[src/rtl/piso_serializer.sv]
// rtl/piso_serializer.sv - parallel-in/serial-out stage with optional even parity and done pulse
//
// Purpose:
//    Captures a parallel word on a V/RDY handshake and shifts it out one bit
//    per enabled clock on SO/SV. An even-parity bit can be appended, and DN
//    pulses for one cycle once the frame has been sent. Every output is a
//    flop, so there is no combinational path from any input to any output.
//
// Parameters:
//    WIDTH      data word width, 2..16
//    MSB_FIRST  1 = bit WIDTH-1 goes out first, 0 = bit 0 goes out first
//    PARITY_EN  1 = append one even-parity bit after the data bits
//
// Ports:
//    C    in   clock, rising edge
//    R    in   asynchronous active-low reset
//    A    in   parallel data word
//    V    in   word valid
//    RDY  out  ready, high only while idle
//    E    in   shift enable, 0 stalls the frame
//    SO   out  serial data
//    SV   out  serial bit valid
//    BZ   out  busy, from acceptance until the done cycle has passed
//    DN   out  one-cycle done pulse after the last frame bit

module piso_serializer #(
   parameter int WIDTH     = 4,
   parameter int MSB_FIRST = 1,
   parameter int PARITY_EN = 1
) (
   input  logic             C,
   input  logic             R,
   input  logic [WIDTH-1:0] A,
   input  logic             V,
   output logic             RDY,
   input  logic             E,
   output logic             SO,
   output logic             SV,
   output logic             BZ,
   output logic             DN
);

   localparam int CW = $clog2(WIDTH + 1);
   localparam logic [CW-1:0] LAST_CNT = CW'(WIDTH);

   // The state names the phase whose NEXT enabled edge does the work:
   // S_SHIFT emits data bits, S_PAR emits the parity bit, S_DONE raises DN
   // and then drops it while returning to idle.
   typedef enum logic [1:0] {
      S_IDLE  = 2'd0,
      S_SHIFT = 2'd1,
      S_PAR   = 2'd2,
      S_DONE  = 2'd3
   } state_t;

   state_t           r_state;
   logic [WIDTH-1:0] r_sreg;
   logic [CW-1:0]    r_cnt;
   logic             r_par;
   logic             r_so;
   logic             r_sv;
   logic             r_bz;
   logic             r_dn;
   logic             r_rdy;

   logic             w_next_bit;
   logic [WIDTH-1:0] w_sreg_shifted;
   logic [CW-1:0]    w_cnt_inc;
   logic             w_last_bit;
   state_t           w_after_data;

   // Bit order is fixed at elaboration: take from the top and shift left,
   // or take from the bottom and shift right.
   assign w_next_bit     = (MSB_FIRST != 0) ? r_sreg[WIDTH-1] : r_sreg[0];
   assign w_sreg_shifted = (MSB_FIRST != 0) ? {r_sreg[WIDTH-2:0], 1'b0}
                                            : {1'b0, r_sreg[WIDTH-1:1]};
   assign w_cnt_inc      = r_cnt + 1'b1;
   assign w_last_bit     = (w_cnt_inc == LAST_CNT);
   assign w_after_data   = (PARITY_EN != 0) ? S_PAR : S_DONE;

   always_ff @(posedge C or negedge R) begin
      if (!R) begin
         r_state <= S_IDLE;
         r_sreg  <= '0;
         r_cnt   <= '0;
         r_par   <= 1'b0;
         r_so    <= 1'b0;
         r_sv    <= 1'b0;
         r_bz    <= 1'b0;
         r_dn    <= 1'b0;
         r_rdy   <= 1'b1;
      end else begin
         case (r_state)
            S_IDLE: begin
               r_sv <= 1'b0;
               r_dn <= 1'b0;
               if (V) begin
                  // Parity is taken from the captured word so later
                  // changes on A cannot affect the frame.
                  r_sreg  <= A;
                  r_par   <= ^A;
                  r_cnt   <= '0;
                  r_rdy   <= 1'b0;
                  r_bz    <= 1'b1;
                  r_state <= S_SHIFT;
               end
            end

            S_SHIFT: begin
               if (E) begin
                  r_so   <= w_next_bit;
                  r_sv   <= 1'b1;
                  r_sreg <= w_sreg_shifted;
                  r_cnt  <= w_cnt_inc;
                  if (w_last_bit) begin
                     r_state <= w_after_data;
                  end
               end else begin
                  // Stall: SO keeps its last value, only SV drops.
                  r_sv <= 1'b0;
               end
            end

            S_PAR: begin
               if (E) begin
                  r_so    <= r_par;
                  r_sv    <= 1'b1;
                  r_state <= S_DONE;
               end else begin
                  r_sv <= 1'b0;
               end
            end

            S_DONE: begin
               // First edge raises DN, second edge drops it and reopens
               // the handshake; E has no effect here.
               r_sv <= 1'b0;
               if (!r_dn) begin
                  r_dn <= 1'b1;
               end else begin
                  r_dn    <= 1'b0;
                  r_rdy   <= 1'b1;
                  r_bz    <= 1'b0;
                  r_state <= S_IDLE;
               end
            end

            default: begin
               r_state <= S_IDLE;
            end
         endcase
      end
   end

   assign RDY = r_rdy;
   assign SO  = r_so;
   assign SV  = r_sv;
   assign BZ  = r_bz;
   assign DN  = r_dn;

endmodule

[config.mk]
export PLATFORM = sky130hd
export DESIGN_NAME = piso_serializer
export DESIGN_NICKNAME = d
export VERILOG_FILES = /design/src/rtl/piso_serializer.sv
export SDC_FILE = /design/constraint.sdc
export NUM_CORES = 1
export LEC_CHECK = 0
export CAP_MARGIN = 10
export CORE_ASPECT_RATIO = 0.9
export CORE_MARGIN = 1
export CORE_UTILIZATION = 40
export DETAILED_ROUTE_END_ITERATION = 10
export GPL_TIMING_DRIVEN = 0
export HOLD_SLACK_MARGIN = 0.12
export PLACE_DENSITY = 0.64
export SYNTH_ARGS = -nofsm -noshare
export SYNTH_HDL_FRONTEND = slang
export SYNTH_SLANG_ARGS = --single-unit
[constraint.sdc]
create_clock -name C -period 2 [get_ports C]
set_input_delay 0.4 -clock C [delete_from_list [all_inputs] [get_ports C]]
set_output_delay 0.4 -clock C [all_outputs]
set_load 0.02 [all_outputs]
-- Word-level counts from Yosys, hierarchy flattened
Index checks and enable logic that the tools add are counted.
- reduce and logical (&&, ||, !) cells: 12
- equality and inequality tests: 9
- $add $sub $neg: 1
- multiplexer cells: 25
- operator list (kind ; count):
    $mux W2 ; 5
    $ne A2 B2 Y1 const B ; 5
    $pmux W1 S2 ; 5
    $reduce_and A3 Y1 ; 3
    $mux W1 ; 8
    $mux W4 ; 2
    $pmux W2 S4 ; 1
    $pmux W4 S2 ; 1
    $mux W3 ; 2
    $pmux W3 S2 ; 1
    $reduce_bool A2 Y1 ; 3
    $reduce_and A5 Y1 ; 1
    $eq A2 B2 Y1 const B ; 2
    $reduce_or A2 Y1 ; 2
    $reduce_xor A4 Y1 ; 1
    $add A3 B1 Y3 const B ; 1
    $eq A3 B3 Y1 const B ; 1
    $eq A2 B1 Y1 const B ; 1
    $logic_not A2 Y1 ; 1
    $reduce_and A2 Y1 ; 1
- word-level logic and storage cells: 56
- bits of input ports: 8
- output and inout port bits: 5
- bits in registers: 15

-- Longest topological paths before layout
- depth after elaboration: 5
- depth in mapped cells: 6
- mapped depth without buffers: 6

-- Least setup slack after synthesis
Ideal clock, no wire load.
- path kind: register -> register
- start: register r_state[1]
- end: register r_sreg[2]
- path slack: 431 ps
- library setup time: 125 ps
- cell stages (with the launch flop): 6
- required time: 1875 ps
- clock period less this slack: 1569 ps
- arrival time: 1444 ps
- buffers on the path: 1
- path through: dfrtp_1 > inv_1 > ha_1 > buf_6 > mux2_2 > mux2_4
- word-level cells in the longest chain between the ends: 3
- elaborated cells on any way between the ends: 7
- classes of those cells: eq/ne: 3; mux: 1; reduce/logical: 3
- RTL lines (item ; line ; RTL):
    start: declaration ; 56 ; state_t r_state;
    start signal: assignment ; 116 ; r_state <= w_after_data;
    $eq A2 B1 Y1 / $logic_not A2 Y1 (equally long branches) ; 93 ; case (r_state)
    $ne A2 B2 Y1 (no line) / $reduce_bool A2 Y1 (equally long branches) ; - ;
    $reduce_and A3 Y1 (no line) ; - ;
    end signal: assignment ; 113 ; r_sreg <= w_sreg_shifted;
    end: declaration ; 57 ; logic [WIDTH-1:0] r_sreg;
Parallel ways exist; a longest one is shown, timed or not.
A chain may end at the register's enable or synchronous reset.

-- Final worst setup path
- start: register r_rdy, in the netlist RDY
- end: output port RDY
- RTL lines (item ; line ; RTL):
    start: declaration ; 64 ; logic r_rdy;
    start signal: assignment ; 91 ; r_rdy <= 1'b1;
    start signal: assignment ; 103 ; r_rdy <= 1'b0;
    start signal: assignment ; 142 ; r_rdy <= 1'b1;
    end: declaration ; 35 ; output logic RDY,
No word-level cell between the ends.

==> impl_summary.txt <==
----------------------------------------------------
[Run status]
  Status ... completed

[Floorplan]
  Die span in y ... 47.4 um
  I/O Pins ... 13
  Width of the die ... 52.4 um
  Number of core rows ... 16
  Total Die Area ... 2490 um2
  Initial cell density of the core ... 0.424
  Core Box Area ... 2160 um2

[Clocking]
  Skew-Pair Late Insertion Delay ... 0.29 ns
  Number of buffers on the longest clock path ... 2
  Clock slew at reported path FFs ... 0.09 ns
  Hold Buf Count CTS ... 0
  CTS Buf Count ... 3
  Count of cells resized by post-cts repair ... 0
  Clock root buffer ... sky130_fd_sc_hd__clkbuf_4
  H-tree lvl count ... 1
  CTS tree ... yes
  Sinks on Clock Net ... 15
  Post-CTS Setup Bufs ... 0

[Timing]
  Maximum achievable frequency ... 543 MHz
  TNS Setup ... 0 ns
  Setup repair after global routing missed its margin ... false
  Slew at the pin closest to its max-slew limit ... 0.684 ns
  Worst slack on hold paths ... 0.493 ns
  Setup-failing EPs final ... 0
  Relative slew slack ... 0.542
  Final worst clock skew ... 0.00272 ns
  Final critical-path required period ... 1.84 ns
  Endpoints failing hold ... 0
  Fin. max-slew vios ... 0
  Tcrit/Tclk final ... 0.921

[Setup path]
  Crit Path Max Fanout ... 3
  Type of the worst setup path ... flop to output pin
  Crit path max-delay cell type ... sky130_fd_sc_hd__clkdlybuf4s50_1
  CP bufs+invs ... 1
  Critical Path End ... RDY
  Kind of capture point of the worst setup path ... output pin
  Worst Path Required ... 1.60 ns
  Worst-case reg-to-reg path depth ... 5
  Arrival time at the worst endpoint ... 1.44 ns
  Family with the most delay on the worst path ... buffers and inverters
  Timing startpoint of the critical path ... RDY
  Setup crit start kind ... flop
  Crit path largest cell delay ... 0.60 ns
  Critical path depth ... 1
  FF-to-FF Start ... r_state[1]
  Cell breakdown of the critical path ... clkdlybuf4s50_1
  Setup slack of the worst register-to-register path ... 0.30 ns
  Worst r2r dst ... r_sreg[2]

[Route]
  Number of detailed-route iterations in the first pass ... 3
  DR vias/cell ... 5.03
  Avg WL per Cell ... 12.6 um
  Antenna violation net count after detailed routing ... 0
  Post-Route WL ... 1.63 mm
  DRC ... 0
  Iteration-0 DRC Markers ... 6
  Vias after detailed routing ... 649

[Yosys]
  Count of synthesis-stage warnings from yosys ... 0
  Leading cell types by total area after synthesis ... sky130_fd_sc_hd__dfrtp_1, sky130_fd_sc_hd__ha_1, sky130_fd_sc_hd__mux2_4, sky130_fd_sc_hd__o21ai_0, sky130_fd_sc_hd__nand2_1
  Synth cell types ... 32
  Top-area cell type share of the netlist area ... 0.383
  Summed instance area of the synthesized netlist ... 916 um2
  Synthesized netlist net count ... 101
  Synthesis-stage register bit count ... 15
  Portion of the post-synthesis area used by sequential elements ... 0.411
  Gate Count Post-Synth ... 86
  Syn_area_per_cell ... 10.6 um2
  Dominant cell type by area after synthesis ... sky130_fd_sc_hd__dfrtp_1

[Placed design]
  Routability congestion estimate from global placement ... 0.722
  Cell area after placement ... 1070 um2
  Inst Count DP ... 125
  Number of buffers added on ports ... 12
  Sum of net half-perimeters after detailed placement ... 1.25 mm

[Global routing]
  Global-route wire length before repair ... 2.51 mm
  Most congested layer reported by global routing ... met2
  Vias in the first global route ... 590
  Met1 global-route usage ... 0.195
  GRT Residual Overflow ... 0
  All-layer global routing usage ... 0.142
  Met2 Resource Use GR ... 0.218
  Met3 usage ... 0.0583
  Number of antenna violations at the first check in global routing ... 0
  Largest net degree at the start of global routing ... 16

[Final layout]
  Synth-to-Final Area Change ... 19.8%
  Leading cell types in the layout, fill and taps excluded ... sky130_fd_sc_hd__dfrtp_1, sky130_fd_sc_hd__clkdlybuf4s50_1, sky130_fd_sc_hd__nand2_1, sky130_fd_sc_hd__o21ai_0, sky130_fd_sc_hd__ha_1
  ANT cells ... 0
  Total number of nets in the final design ... 118
  Layout cell share with drive strength beyond 1 ... 0.206
  Area of all placed cells without fillers ... 1100 um2
  Number of inserted filler cells in the final layout ... 201
  Leading cell type in the layout, fill and taps excluded ... sky130_fd_sc_hd__dfrtp_1
  Final Non-Filler Cells ... 129

[Power]
  VDD IR max ... 850 uV
  Leakage dissipation ... 0.506 nW
  Power Density ... 1480 nW/um2

[Run]
  Number of max-capacitance violations reported ... 0

[Hold path]
  Worst min path class ... flop to flop

----------------------------------------------------
-- area by class of cell --
cell class                      instances  area (um2)  share of cell area
Multi-Input combinational cell         65         508               0.463
Sequential cell                        15         377               0.343
Timing Repair Buffer                   12         120               0.109
Tap cell                               27        33.8              0.0308
Clock buffer                            3        22.5              0.0205
Buffer                                  2        16.3              0.0148
Inverter                                4        15.0              0.0137
Clock inverter                          1        5.00             0.00456
-- flip-flops by register name, summed over array words and instances (netlist names) --
| signal | count |
|---|---|
| DN | 1 |
| SO | 1 |
| r_state | 2 |
| RDY | 1 |
| SV | 1 |
| r_cnt | 3 |
| BZ | 1 |
| r_par | 1 |
| r_sreg | 4 |
-- worst min-delay path by stage --
stage	start	endpoint	slack, ns	depth (start not counted)
floorplan	R	BZ	0.10	0
global placement	r_par	r_par	0.48	2
detailed placement	r_par	r_par	0.48	2
CTS	r_par	r_par	0.50	2
global route	r_sreg[3]	r_sreg[3]	0.55	1
finish	r_par	r_par	0.49	2
-- kinds of logic after synthesis --
kind of cell	after synthesis	synth area share
mux	9	0.124
xor+xnor	4	0.0383
compound gates	21	0.154
flops	15	0.411
simple gates	24	0.142
buf+inv	6	0.0341
fa+ha+maj	7	0.0956
-- per-stage QoR --
| stage | setup WS (ns) | util | total power [mW] |
|---|---|---|---|
| finish | 0.158 | 0.508 | 1.62 |
| global route | 0.118 | 0.508 | 1.77 |
| CTS | 0.147 | 0.508 | 1.64 |
| detailed placement | 0.0803 | 0.495 | 1.47 |
| global placement | 0.0801 | 0.495 | 1.45 |
| floorplan | 0.431 | - | 1.24 |
-- cell usage after synthesis --
cell type,n
sky130_fd_sc_hd__mux2i_1,2
sky130_fd_sc_hd__and2b_1,2
sky130_fd_sc_hd__nand2b_1,1
sky130_fd_sc_hd__nand2b_2,1
sky130_fd_sc_hd__a21oi_1,3
sky130_fd_sc_hd__dfstp_2,1
sky130_fd_sc_hd__mux2_4,4
sky130_fd_sc_hd__o21ai_0,8
sky130_fd_sc_hd__a221o_1,1
sky130_fd_sc_hd__xor2_1,1
sky130_fd_sc_hd__nor2b_1,3
sky130_fd_sc_hd__mux2_2,2
sky130_fd_sc_hd__ha_1,7
sky130_fd_sc_hd__buf_2,1
sky130_fd_sc_hd__a22o_2,2
sky130_fd_sc_hd__nand2_1,8
sky130_fd_sc_hd__a21o_1,1
sky130_fd_sc_hd__mux2_1,1
sky130_fd_sc_hd__a31oi_1,3
sky130_fd_sc_hd__nor2_1,4
sky130_fd_sc_hd__buf_6,1
sky130_fd_sc_hd__nor2_4,1
sky130_fd_sc_hd__nor3_1,1
sky130_fd_sc_hd__a21oi_2,1
sky130_fd_sc_hd__and2_1,1
sky130_fd_sc_hd__xnor2_1,3
sky130_fd_sc_hd__inv_1,4
sky130_fd_sc_hd__nand3_1,1
sky130_fd_sc_hd__dfrtp_1,14
sky130_fd_sc_hd__and2b_2,1
sky130_fd_sc_hd__o211ai_2,1
sky130_fd_sc_hd__o21ai_2,1
-- power by group --
part | switching [mW] | total [mW] | internal (mW)
combinational | 0.434 | 0.908 | 0.474
clock | 0.101 | 0.176 | 0.0743
sequential | 0.101 | 0.541 | 0.440
total | 0.636 | 1.62 | 0.988
-- per-layer routing --
metal	wire (um)	vias to the layer above
met5	0	-
met4	0	0
met3	63	0
met2	730	9
met1	834	315
li1	-	325
Power figures use the tool's default switching activity.
